$ cat config.mk
export PLATFORM = sky130hd
export DESIGN_NAME = cp0_int_ctrl_flat
export DESIGN_NICKNAME = d
export VERILOG_FILES = /design/src/rtl/cp0_int_ctrl_pkg.sv /design/src/rtl/cp0_int_ctrl_if.sv /design/src/rtl/cp0_int_ctrl_irq_sync_edge.sv /design/src/rtl/cp0_int_ctrl.sv /design/src/flat_wrapper.sv
export SDC_FILE = /design/constraint.sdc
export NUM_CORES = 1
export LEC_CHECK = 0
export CAP_MARGIN = 30
export CORE_ASPECT_RATIO = 1.75
export CORE_MARGIN = 3
export CORE_UTILIZATION = 50
export CTS_BUF_LIST = sky130_fd_sc_hd__clkbuf_16
export CTS_CLUSTER_SIZE = 12
export DETAILED_ROUTE_END_ITERATION = 7
export DONT_BUFFER_PORTS = 1
export PLACE_DENSITY_LB_ADDON = 0.1
export SKIP_LAST_GASP = 1
export SLEW_MARGIN = 30
export SYNTH_ARGS = -nofsm -noshare
export SYNTH_HDL_FRONTEND = slang
export SYNTH_HIERARCHICAL = 1
export SYNTH_SLANG_ARGS = --single-unit
$ cat constraint.sdc
create_clock -name clock -period 1.5 [get_ports clock]
set_input_delay 0.075 -clock clock [delete_from_list [all_inputs] [get_ports clock]]
set_output_delay 0.075 -clock clock [all_outputs]
set_load 0.02 [all_outputs]
$ cat src/rtl/cp0_int_ctrl_pkg.sv
// Shared types and constants for the CP0 external interrupt controller.
package cp0_int_ctrl_pkg;

   // Controller FSM; the encoding is visible to software in STATUS[1:0].
   typedef enum logic [1:0] {
      ST_IDLE    = 2'd0,
      ST_REQ     = 2'd1,
      ST_SERVICE = 2'd2
   } int_state_e;

   // Configuration register select values.
   localparam logic [1:0] ADDR_MASK    = 2'd0;
   localparam logic [1:0] ADDR_MODE    = 2'd1;
   localparam logic [1:0] ADDR_PENDING = 2'd2;
   localparam logic [1:0] ADDR_STATUS  = 2'd3;

   // Source indices, in CP0 ExternalInterrupt bit order (lowest = highest priority).
   localparam int SRC_TIMER  = 0;
   localparam int SRC_BTN_S1 = 1;
   localparam int SRC_BTN_S2 = 2;
   localparam int SRC_BTN_S3 = 3;
   localparam int SRC_BTN_S4 = 4;
   localparam int SRC_BTN_S5 = 5;

   // Width of the in-service index field in STATUS[10:8].
   localparam int ISR_ID_W = 3;

endpackage

$ cat src/rtl/cp0_int_ctrl_if.sv
// CP0-side handshake and configuration bus of the interrupt controller.
interface cp0_int_ctrl_if #(
   parameter int NUM_SRC = 6
);
   logic               cp0_ie;
   logic               int_ack;
   logic               eret;
   logic               cfg_wen;
   logic [1:0]         cfg_addr;
   logic [31:0]        cfg_wdata;
   logic [31:0]        cfg_rdata;
   logic               int_req;
   logic [NUM_SRC-1:0] int_vector;

   // CP0 / software side.
   modport master (
      output cp0_ie, int_ack, eret, cfg_wen, cfg_addr, cfg_wdata,
      input  cfg_rdata, int_req, int_vector
   );

   // Interrupt controller side.
   modport slave (
      input  cp0_ie, int_ack, eret, cfg_wen, cfg_addr, cfg_wdata,
      output cfg_rdata, int_req, int_vector
   );
endinterface

$ cat src/rtl/cp0_int_ctrl_irq_sync_edge.sv
// Per-line synchroniser followed by a history flop for rising-edge detection.
module irq_sync_edge #(
   parameter int SYNC_STAGES = 2
) (
   input  logic clock,
   input  logic reset,
   input  logic irq,
   output logic lvl,
   output logic rise
);

   logic [SYNC_STAGES-1:0] sync_q;
   logic                   hist_q;

   // Shift the raw line through the synchroniser chain, then into the history flop.
   always_ff @(posedge clock or negedge reset) begin
      if (!reset) begin
         sync_q <= '0;
         hist_q <= 1'b0;
      end else begin
         sync_q <= {sync_q[SYNC_STAGES-2:0], irq};
         hist_q <= sync_q[SYNC_STAGES-1];
      end
   end

   assign lvl  = sync_q[SYNC_STAGES-1];
   assign rise = lvl & ~hist_q;

endmodule

$ cat src/rtl/cp0_int_ctrl.sv
// Interrupt controller in front of CP0 ExternalInterrupt: sync, latch, mask,
// fixed-priority pick, and a single non-nesting request held until ack.
module cp0_int_ctrl
   import cp0_int_ctrl_pkg::*;
#(
   parameter int NUM_SRC     = 6,
   parameter int SYNC_STAGES = 2
) (
   input  logic               clock,
   input  logic               reset,
   input  logic [NUM_SRC-1:0] irq_in,
   cp0_int_ctrl_if.slave      bus
);

   logic [NUM_SRC-1:0]  lvl, rise;
   logic [NUM_SRC-1:0]  mask_q, mode_q, pend_q, pend_d;
   logic [NUM_SRC-1:0]  cand, win, w1c, ack_clr;
   logic [NUM_SRC-1:0]  vec_q, vec_d;
   logic [ISR_ID_W-1:0] isr_q, isr_d, vec_idx;
   int_state_e          state_q, state_d;
   logic                wr_mask, wr_mode, wr_pend, took;
   logic                unused_wdata;

   for (genvar i = 0; i < NUM_SRC; i++) begin : g_src
      irq_sync_edge #(.SYNC_STAGES(SYNC_STAGES)) u_sync (
         .clock (clock),
         .reset (reset),
         .irq   (irq_in[i]),
         .lvl   (lvl[i]),
         .rise  (rise[i])
      );
   end

   assign wr_mask = bus.cfg_wen && (bus.cfg_addr == ADDR_MASK);
   assign wr_mode = bus.cfg_wen && (bus.cfg_addr == ADDR_MODE);
   assign wr_pend = bus.cfg_wen && (bus.cfg_addr == ADDR_PENDING);
   assign took    = (state_q == ST_REQ) && bus.int_ack;

   // Only the low NUM_SRC bits of write data are meaningful.
   assign unused_wdata = ^bus.cfg_wdata[31:NUM_SRC];

   // W1C and ack-clear only touch edge-mode sources; level sources track the line.
   assign w1c     = wr_pend ? (bus.cfg_wdata[NUM_SRC-1:0] & mode_q) : '0;
   assign ack_clr = took ? (vec_q & mode_q) : '0;

   // A fresh edge beats any clear arriving in the same cycle.
   assign pend_d = (mode_q & (rise | (pend_q & ~w1c & ~ack_clr))) | (~mode_q & lvl);

   // Lowest index wins: isolate the least-significant set bit.
   assign cand = pend_q & mask_q;
   assign win  = cand & (-cand);

   // One-hot frozen winner back to its index, recorded on acceptance.
   always_comb begin
      vec_idx = '0;
      for (int i = 0; i < NUM_SRC; i++)
         if (vec_q[i]) vec_idx = ISR_ID_W'(i);
   end

   // Configuration and pending registers.
   always_ff @(posedge clock or negedge reset) begin
      if (!reset) begin
         mask_q <= '1;
         mode_q <= '1;
         pend_q <= '0;
      end else begin
         if (wr_mask) mask_q <= bus.cfg_wdata[NUM_SRC-1:0];
         if (wr_mode) mode_q <= bus.cfg_wdata[NUM_SRC-1:0];
         pend_q <= pend_d;
      end
   end

   // FSM state, frozen vector and in-service id.
   always_ff @(posedge clock or negedge reset) begin
      if (!reset) begin
         state_q <= ST_IDLE;
         vec_q   <= '0;
         isr_q   <= '0;
      end else begin
         state_q <= state_d;
         vec_q   <= vec_d;
         isr_q   <= isr_d;
      end
   end

   // Next-state: arbitrate in IDLE, hold/withdraw/accept in REQ, wait for eret in SERVICE.
   always_comb begin
      state_d = state_q;
      vec_d   = vec_q;
      isr_d   = isr_q;
      case (state_q)
         ST_IDLE: begin
            if ((|cand) && bus.cp0_ie) begin
               state_d = ST_REQ;
               vec_d   = win;
            end
         end
         ST_REQ: begin
            // Ack wins over a simultaneous withdraw: CP0 has already committed.
            if (bus.int_ack) begin
               state_d = ST_SERVICE;
               vec_d   = '0;
               isr_d   = vec_idx;
            end else if (!bus.cp0_ie || !(|(vec_q & mask_q))) begin
               state_d = ST_IDLE;
               vec_d   = '0;
            end
         end
         ST_SERVICE: begin
            if (bus.eret) begin
               state_d = ST_IDLE;
               isr_d   = '0;
            end
         end
         default: begin
            state_d = ST_IDLE;
            vec_d   = '0;
            isr_d   = '0;
         end
      endcase
   end

   // Request is decoded from the state flop so an async reset drops it at once.
   assign bus.int_req    = (state_q == ST_REQ);
   assign bus.int_vector = vec_q;

   // Combinational register read.
   always_comb begin
      bus.cfg_rdata = '0;
      case (bus.cfg_addr)
         ADDR_MASK:    bus.cfg_rdata = {{(32-NUM_SRC){1'b0}}, mask_q};
         ADDR_MODE:    bus.cfg_rdata = {{(32-NUM_SRC){1'b0}}, mode_q};
         ADDR_PENDING: bus.cfg_rdata = {{(32-NUM_SRC){1'b0}}, pend_q};
         ADDR_STATUS:  bus.cfg_rdata = {21'b0, isr_q, 6'b0, state_q};
         default:      bus.cfg_rdata = '0;
      endcase
   end

endmodule

$ cat src/flat_wrapper.sv
// flat-port wrapper written by rule: the top's interface ports become plain ports
module cp0_int_ctrl_flat import cp0_int_ctrl_pkg::*;
#(
   parameter int NUM_SRC     = 6,
   parameter int SYNC_STAGES = 2
)
  (clock, reset, irq_in, bus_cp0_ie, bus_int_ack, bus_eret, bus_cfg_wen, bus_cfg_addr, bus_cfg_wdata, bus_cfg_rdata, bus_int_req, bus_int_vector);
  cp0_int_ctrl_if #(.NUM_SRC(NUM_SRC)) bus_i ();
  input  logic clock;
  input  logic reset;
  input  logic [NUM_SRC-1:0] irq_in;
  input wire logic [$bits(bus_i.cp0_ie)-1:0] bus_cp0_ie;
  input wire logic [$bits(bus_i.int_ack)-1:0] bus_int_ack;
  input wire logic [$bits(bus_i.eret)-1:0] bus_eret;
  input wire logic [$bits(bus_i.cfg_wen)-1:0] bus_cfg_wen;
  input wire logic [$bits(bus_i.cfg_addr)-1:0] bus_cfg_addr;
  input wire logic [$bits(bus_i.cfg_wdata)-1:0] bus_cfg_wdata;
  output wire logic [$bits(bus_i.cfg_rdata)-1:0] bus_cfg_rdata;
  output wire logic [$bits(bus_i.int_req)-1:0] bus_int_req;
  output wire logic [$bits(bus_i.int_vector)-1:0] bus_int_vector;
  assign bus_i.cp0_ie = bus_cp0_ie;
  assign bus_i.int_ack = bus_int_ack;
  assign bus_i.eret = bus_eret;
  assign bus_i.cfg_wen = bus_cfg_wen;
  assign bus_i.cfg_addr = bus_cfg_addr;
  assign bus_i.cfg_wdata = bus_cfg_wdata;
  assign bus_cfg_rdata = bus_i.cfg_rdata;
  assign bus_int_req = bus_i.int_req;
  assign bus_int_vector = bus_i.int_vector;
  cp0_int_ctrl #(.NUM_SRC(NUM_SRC), .SYNC_STAGES(SYNC_STAGES)) u_core (.clock(clock), .reset(reset), .irq_in(irq_in), .bus(bus_i));
endmodule
# After elaboration in Yosys (flattened, before gate mapping)
# Cells that the tools add are included.
# word_totals
reg_bits	47
inputBits	46
out_inout_bits	39
wordCells	91
# classes
add_sub_neg	1
n_eq_ne	9
muxes	20
n_bitwise	28
reduce_logical	15
# op_table
operator	count
32-bit one-hot mux with 4 select lines	1
6-bit bitwise AND	9
6-bit 2-to-1 mux	5
3-bit 2-to-1 mux	6
6-bit NOT	3
6-bit one-hot mux with 3 select lines	1
6-bit OR	2
6-bit OR reduction	2
3-bit one-hot mux with 3 select lines	1
3-bit AND reduction	3
2-bit 2-to-1 mux	4
1-bit NOT	8
1-bit bitwise AND	6
2-bit equality test (second input constant)	3
6-bit negator	1
2-bit one-hot mux with 3 select lines	1
1-bit logical AND	5
2-bit by 1-bit equality test with 1-bit output (second input constant)	2
2-bit zero test	2
2-bit != test (second input constant)	2
3-bit by 2-bit != test with 1-bit output (second input constant)	1
1-bit zero test	2
2-bit by 1-bit != test with 1-bit output (second input constant)	1
1-bit logical OR	1
1-bit 2-to-1 mux	1

# Longest topological paths before layout
# Gate-level depths: netlist of run 1.
# logic_depth
depth_word	9
mapped_depth	6
mapped_depth_nobuf	4

# Hierarchy
# The synthesis of run 1 kept the hierarchy.
# modules_own_cells
mod	instances	cells_per_inst	area_each_um2	seq_area_each_um2
cp0_int_ctrl	1	169	1760.4	740.7
irq_sync_edge	6	4	88.8	75.1

# Worst setup path before layout of run 1
# No wires, ideal clock.
# synth_path
kind	reg-to-reg
from	reg u_core.vec_q[3], in the netlist u_core/bus.int_vector[3]
to	reg u_core.vec_q[1], in the netlist u_core/bus.int_vector[1]
setup_ns	0.125
arrival_ns	1.492
required_time_ns	1.375
slack_ns	-0.117
path_stages_with_launch	5
path_buffers	0
synth_period_minus_slack_ns	1.617
path_cell_list	dfrtp_1 > a22oi_1 > a31oi_1 > a211oi_4 > mux2_4
# synth_via
elab_chain_cells	6
# synth_lines
item	line	text
start, declared	cp0_int_ctrl.sv:18	logic [NUM_SRC-1:0] vec_q, vec_d;
start signal, assigned	cp0_int_ctrl.sv:81	vec_q <= vec_d;
6-bit bitwise AND	cp0_int_ctrl.sv:104	end else if (!bus.cp0_ie || !(|(vec_q & mask_q))) begin
6-bit OR reduction	cp0_int_ctrl.sv:104	
1-bit zero test	cp0_int_ctrl.sv:104	
1-bit logical OR	cp0_int_ctrl.sv:104	
3-bit by 2-bit != test with 1-bit output (no source line)	n/a	
3-bit AND reduction (no source line)	n/a	
# Every way passes these cells.
# A chain may end at the register's enable or synchronous reset.

# Worst setup path after layout of run 1
# layout_path
from	reg u_core.mask_q[4]
to	reg u_core.vec_q[3], in the netlist u_core/bus.int_vector[3]
# layout_via
elab_chain_cells	6
elab_cells_between_ends	10
cone_classes	2 x eq/ne; 2 x bitwise; 6 x reduce/logical
# layout_lines
item	line	text
start, declared	cp0_int_ctrl.sv:16	logic [NUM_SRC-1:0] mask_q, mode_q, pend_q, pend_d;
start signal, assigned	cp0_int_ctrl.sv:67	if (wr_mask) mask_q <= bus.cfg_wdata[NUM_SRC-1:0];
6-bit bitwise AND	cp0_int_ctrl.sv:104	
6-bit OR reduction	cp0_int_ctrl.sv:104	
1-bit zero test	cp0_int_ctrl.sv:104	
1-bit logical OR	cp0_int_ctrl.sv:104	
3-bit by 2-bit != test with 1-bit output (no source line)	n/a	
3-bit AND reduction (no source line) *	n/a	
# Every way passes the cells marked *; elsewhere a longest branch is shown, timed or not.

==> results.cfg, run 1 <==
[status]
outcome = finished with violations
violations = setup timing

[grt]
grt_pass1_wl_mm = 8.49
overflow = 0
antenna_found_initial = 0
grt_max_degree = 48
grt_pass1_vias = 1705
grt_use_total = 0.205

[placement]
dp.cells = 266
post-place-ws_ns = -0.0999
dpl-instance-area_um2 = 2500
port_buffers = 0
hpwl_mm = 3.88
place_congestion = 0.783

[timing]
finalMaxSlewViolations = 0
period_minus_slack_ns = 1.59
skew_ns = 0.00314
rsz0062_at_grt = yes
fmax_ghz = 0.627
setup_violations = 7
tns_ns = -0.448
hold_violations = 0
setup_slack_ns = -0.0943
period_share = 1.06

[power]
power_density_nw_per_um2 = 1520
leakage_nw = 1.30
peakVddDrop_mv = 1.09
p_total_w = 0.00437

[synthesis]
synth_top_area_frac = 0.382
synth_ff_type = dfrtp_1
avgSynthCellArea_um2 = 11.9
async_flop_share = 1.00
netlist_instances = 193
synth_cell_types = 40
ys_seq_area_frac = 0.519
synth-seq-cells = 47
yosysWarningCount = 6
syn_area_um2 = 2290
ys_top_cells_by_area = dfrtp_1, dfstp_2, buf_4
yosys.area.top_type = dfrtp_1
synth-edff-count = 0

[floorplanning]
dieArea_um2 = 5470
die_h_um = 95.6
io-pin-count = 85
die_w_um = 57.2
start_util = 0.521
core_um2 = 4400
rows = 32

[cts]
clkTransAtPathRegs_ns = 0.06
htree_levels = 2
clock_latency_ns = 0.28
clockRootBuffer = clkbuf_16
cts_max_path_buffers = 2
cts.sinks = 47
cts_buffers = 5
cts_tree = done

[routing]
wirelength_mm = 5.25
ant_nets = 0
drt_iter0_markers = 35
wl_per_cell_um = 17.9
via_count = 1593
drc = 0
drt_first_pass_iters = 5
routed_via_density = 5.42

[worst_setup_path]
crit_family = flip-flops
rr_worst_depth = 5
cp_data_arrival_time_ns = 1.76
cp_max_fo = 5
path_depth = 5
slowest_delay_ns = 0.57
cp_num_buf_inv = 1
worstSetupPathType = reg2reg
start_kind = register
worstSetupEndpointType = register
worstPathCellList = nand2_2 > nor3b_4 > a211oi_4 > buf_6 > mux2_4
required_ns = 1.66
slowest_stage = dfstp_2

[final_layout]
final_common_cell = dfrtp_1
multi_input_area_um2 = 1030
final_cell_mix = dfrtp_1, buf_4, conb_1
drive_gt1_frac = 0.337
syn_to_final_growth_pct = 25.4
fillerInstances = 341
final_net_count = 288
regArea_um2 = 1200
stdcell_area_um2 = 2880
antenna_cells = 0
layoutNonFillerInstCount = 294

[worst_hold_path]
hold-path-cell-count = 2
hold_class = in2reg

[job]
cap_violations = 0
## worst reg2reg max path, stage by stage (launching register included)
cell	delay, ns
dfstp_2	0.57
nand2_2	0.06
nor3b_4	0.16
a211oi_4	0.22
buf_6	0.16
mux2_4	0.30
## where the power goes
group / internal, W / total (W) / switching, W / leakage (nW)
sequential: 0.00154 / 0.00175 / 0.000201 / 0.543
clock: 0.000607 / 0.00104 / 0.000430 / 0.0710
combinational: 0.000769 / 0.00159 / 0.000818 / 0.682
total: 0.00292 / 0.00437 / 0.00145 / 1.30
## per-stage QoR
step	util	hold slack, ns
final	0.653	0.0253
after global routing	0.653	0.0404
after CTS	0.645	0.0173
after detailed placement	0.568	-0.220
after global placement	0.568	-0.219
after floorplan	-	-0.221
## state kept, by name, summed over array words and instances, names as in the netlist
signal,cells
u_core/mode_q,6
u_core/g_src.u_sync/hist_q,6
u_core/g_src.u_sync/sync_q,12
u_core/state_q,2
u_core/isr_q,3
u_core/mask_q,6
u_core/bus.int_vector,6
u_core/pend_q,6
## per-layer routing
metal / track usage / share of wire
met3: 0.0528 / 0.050
met1: 0.228 / 0.37
met5: 0 / 0
met4: 0.0832 / 0.021
met2: 0.368 / 0.56
## path summary, 6_finish.rpt
check / from / to / slack, ns
setup / recovery: u_core/mask_q[4]$_DFFE_PN1P_ / u_core/bus.int_vector[3]$_DFFE_PN0P_ / -0.09
hold reg to reg: u_core/g_src[5].u_sync/sync_q[0]$_DFF_PN0_ / u_core/g_src[5].u_sync/sync_q[1]$_DFF_PN0_ / 0.35
hold / removal: bus_eret / u_core/state_q[1]$_DFFE_PN0P_ / 0.03
setup reg to reg: u_core/mask_q[4]$_DFFE_PN1P_ / u_core/bus.int_vector[3]$_DFFE_PN0P_ / -0.09
max in group asynchronous: reset / u_core/mask_q[4]$_DFFE_PN1P_ / 0.93
min in group asynchronous: reset / u_core/isr_q[1]$_DFFE_PN0P_ / 0.30
## cells by family after synthesis
group	share of synthesized area
AOI/OAI and AO/OA	0.122
buffers and inverters	0.0884
DFF	0.519
muxes	0.126
other	0.00164
and+or+nand+nor	0.143
## Yosys cell counts (3+ instances only)
library cell	instances
dfstp_2	12
a22oi_1	9
mux2_1	11
nor2b_4	6
nor2_1	11
buf_2	3
nor2b_1	3
dfrtp_1	35
buf_4	23
mux2i_1	6
o21ai_1	4
nand2_1	15
a21oi_1	16
mux2_4	3
and3_1	3
## final cells by class
type / count / share of cell area
flip-flops and latches: 47 / 0.416
multi-input cells: 138 / 0.357
inverters: 2 / 0.00261
clock buffers: 5 / 0.0435
repair buffers: 48 / 0.153
clock inverters: 3 / 0.00566
well taps: 51 / 0.0222
## repair_timing
item                       CTS  global route
gates resized for setup      5             3
setup buffers                2             3
hold endpoints to repair    66             0
gates cloned                 0             0
setup endpoints to repair    6            11
pin swaps                    1             4
hold buffers                15             0
(Power assumes the default switching activity.)
==> run 2, diff against run 1 <==
CTS_BUF_LIST = sky130_fd_sc_hd__clkbuf_8   (was sky130_fd_sc_hd__clkbuf_16)
==> run 2 against run 1 <==
  * The flow still finishes with violations (setup timing)
  * Combinational power about the same
  * Via count shrank 0.75%
  * Largest cell class unchanged
  * Critical path type unchanged
  * Die area unchanged
==> results.cfg, run 2 (synthesis results as in run 1) <==
[status]
outcome = finished with violations
violations = setup timing

[worst_setup_path]
timing.rr.start = u_core/mask_q[4]$_DFFE_PN1P_
slowest_delay_ns = 0.58
worstPathCellList = nand2_2 > nor3b_4 > a211oi_4 > buf_6 > mux2_4
slowest_stage = dfstp_2
crit_start = u_core/mask_q[4]$_DFFE_PN1P_
cp_data_arrival_time_ns = 1.76
worstSetupEndpointType = register
worstSetupPathType = reg2reg
start_kind = register
cp_max_fo = 5
required_ns = 1.68

[placement]
post-place-ws_ns = -0.0999
dpl-instance-area_um2 = 2500
place_congestion = 0.783
hpwl_mm = 3.88
port_buffers = 0

[grt]
grt_use_total = 0.205
grt_pass1_wl_mm = 8.47
overflow = 0
grt_max_degree = 48
grt_pass1_vias = 1701
antenna_found_initial = 0

[timing]
period_share = 1.05
holdWs_ns = 0.0753
hold_violations = 0
skew_ns = 0.00699
setup_slack_ns = -0.0777
setup_violations = 5
finalMaxSlewViolations = 0
period_minus_slack_ns = 1.58
rsz0062_at_grt = yes
fmax_ghz = 0.634

[worst_hold_path]
hold_start = bus_cfg_wdata[3]
hold_class = in2reg

[cts]
cts_tree = done
clockRootBuffer = clkbuf_8
clock_latency_ns = 0.29
htree_levels = 2
cts_max_path_buffers = 2
cts.sinks = 47
clkTransAtPathRegs_ns = 0.08
cts_buffers = 5

[routing]
drt_iter0_markers = 38
via_count = 1581
routed_via_density = 5.36
ant_nets = 0
wirelength_mm = 5.17
drc = 0
wl_per_cell_um = 17.5
drt_first_pass_iters = 6

[final_layout]
drive_gt1_frac = 0.336
largest_register_ffs = 12
final_cell_mix = dfrtp_1, buf_4, conb_1
antenna_cells = 0
final_common_cell = dfrtp_1
final_net_count = 289
syn_to_final_growth_pct = 23.5
stdcell_area_um2 = 2830
regMostFlops = u_core/g_src.u_sync/sync_q

[power]
peakVddDrop_mv = 0.932
power_density_nw_per_um2 = 1430
leakage_nw = 1.28

[floorplanning]
die_w_um = 57.2
start_util = 0.521
die_h_um = 95.6
io-pin-count = 85
dieArea_um2 = 5470
core_um2 = 4400
rows = 32

[job]
cap_violations = 0
-- run 2: cell count changes in the layout (fill, tap and decap cells not counted), sizes merged --
cell / previous run / this run
dlygate4sd3: 14 / 15
-- run 2: final timing paths --
check                                                              to  slack, ns  cells past startpoint
min in group asynchronous                 u_core/isr_q[1]$_DFFE_PN0P_       0.28                      2
max reg2reg                      u_core/bus.int_vector[3]$_DFFE_PN0P_      -0.08                      5
max                              u_core/bus.int_vector[3]$_DFFE_PN0P_      -0.08                      5
min reg2reg                u_core/g_src[5].u_sync/sync_q[1]$_DFF_PN0_       0.35                      0
min                                        u_core/pend_q[3]$_DFF_PN0_       0.08                      3
max in group asynchronous                u_core/mask_q[4]$_DFFE_PN1P_       0.95                      2
-- run 2: worst max-delay path, delay by kind of cell, from the launching register on --
family                 cells  cell delay [ns]
and+or+nand+nor            2             0.22
buffers and inverters      1             0.16
DFF                        1             0.58
AOI/OAI and AO/OA          1             0.21
muxes                      1             0.29
-- run 2: cell type report --
class	instances	area, um2
clock inverter	3	16.3
multi-input combinational	138	1030
tap	51	63.8
fill	347	1570
sequential	47	1200
clock buffer	5	68.8
inverter	2	7.51
timing repair buffer	49	453
-- run 2: timing repair --
action	4_1_cts	5_1_grt
endpoints found under the hold margin	67	0
buffers inserted	4	1
hold buffers	16	0
resized for setup	7	2
pin swaps	4	1
cloned	0	0
endpoints found under the setup margin	9	9
-- run 2: through the flow --
step                instances  power [W]  TNS, ns   util
finish                    295    0.00404   -0.296  0.643
global route              295    0.00427   -0.639  0.643
CTS                       294    0.00406   -0.246  0.640
detailed placement        266    0.00316   -0.406  0.568
global placement          266    0.00311   -0.273  0.568
floorplan                 215    0.00266   -0.346      -
-- run 2: per-layer routing --
| metal | track usage | vias up | part of all wire |
|---|---|---|---|
| met2 | 0.364 | 46 | 0.56 |
| met4 | 0.0832 | 0 | 0.021 |
| met1 | 0.233 | 790 | 0.37 |
| li1 | - | 734 | - |
| met3 | 0.0474 | 11 | 0.044 |
| met5 | 0 | - | 0 |
-- run 2: power breakdown --
group / leakage [nW] / internal [W] / switching, W
Combinational: 0.687 / 0.000773 / 0.000804
Sequential: 0.543 / 0.00154 / 0.000204
Clock: 0.0453 / 0.000319 / 0.000400
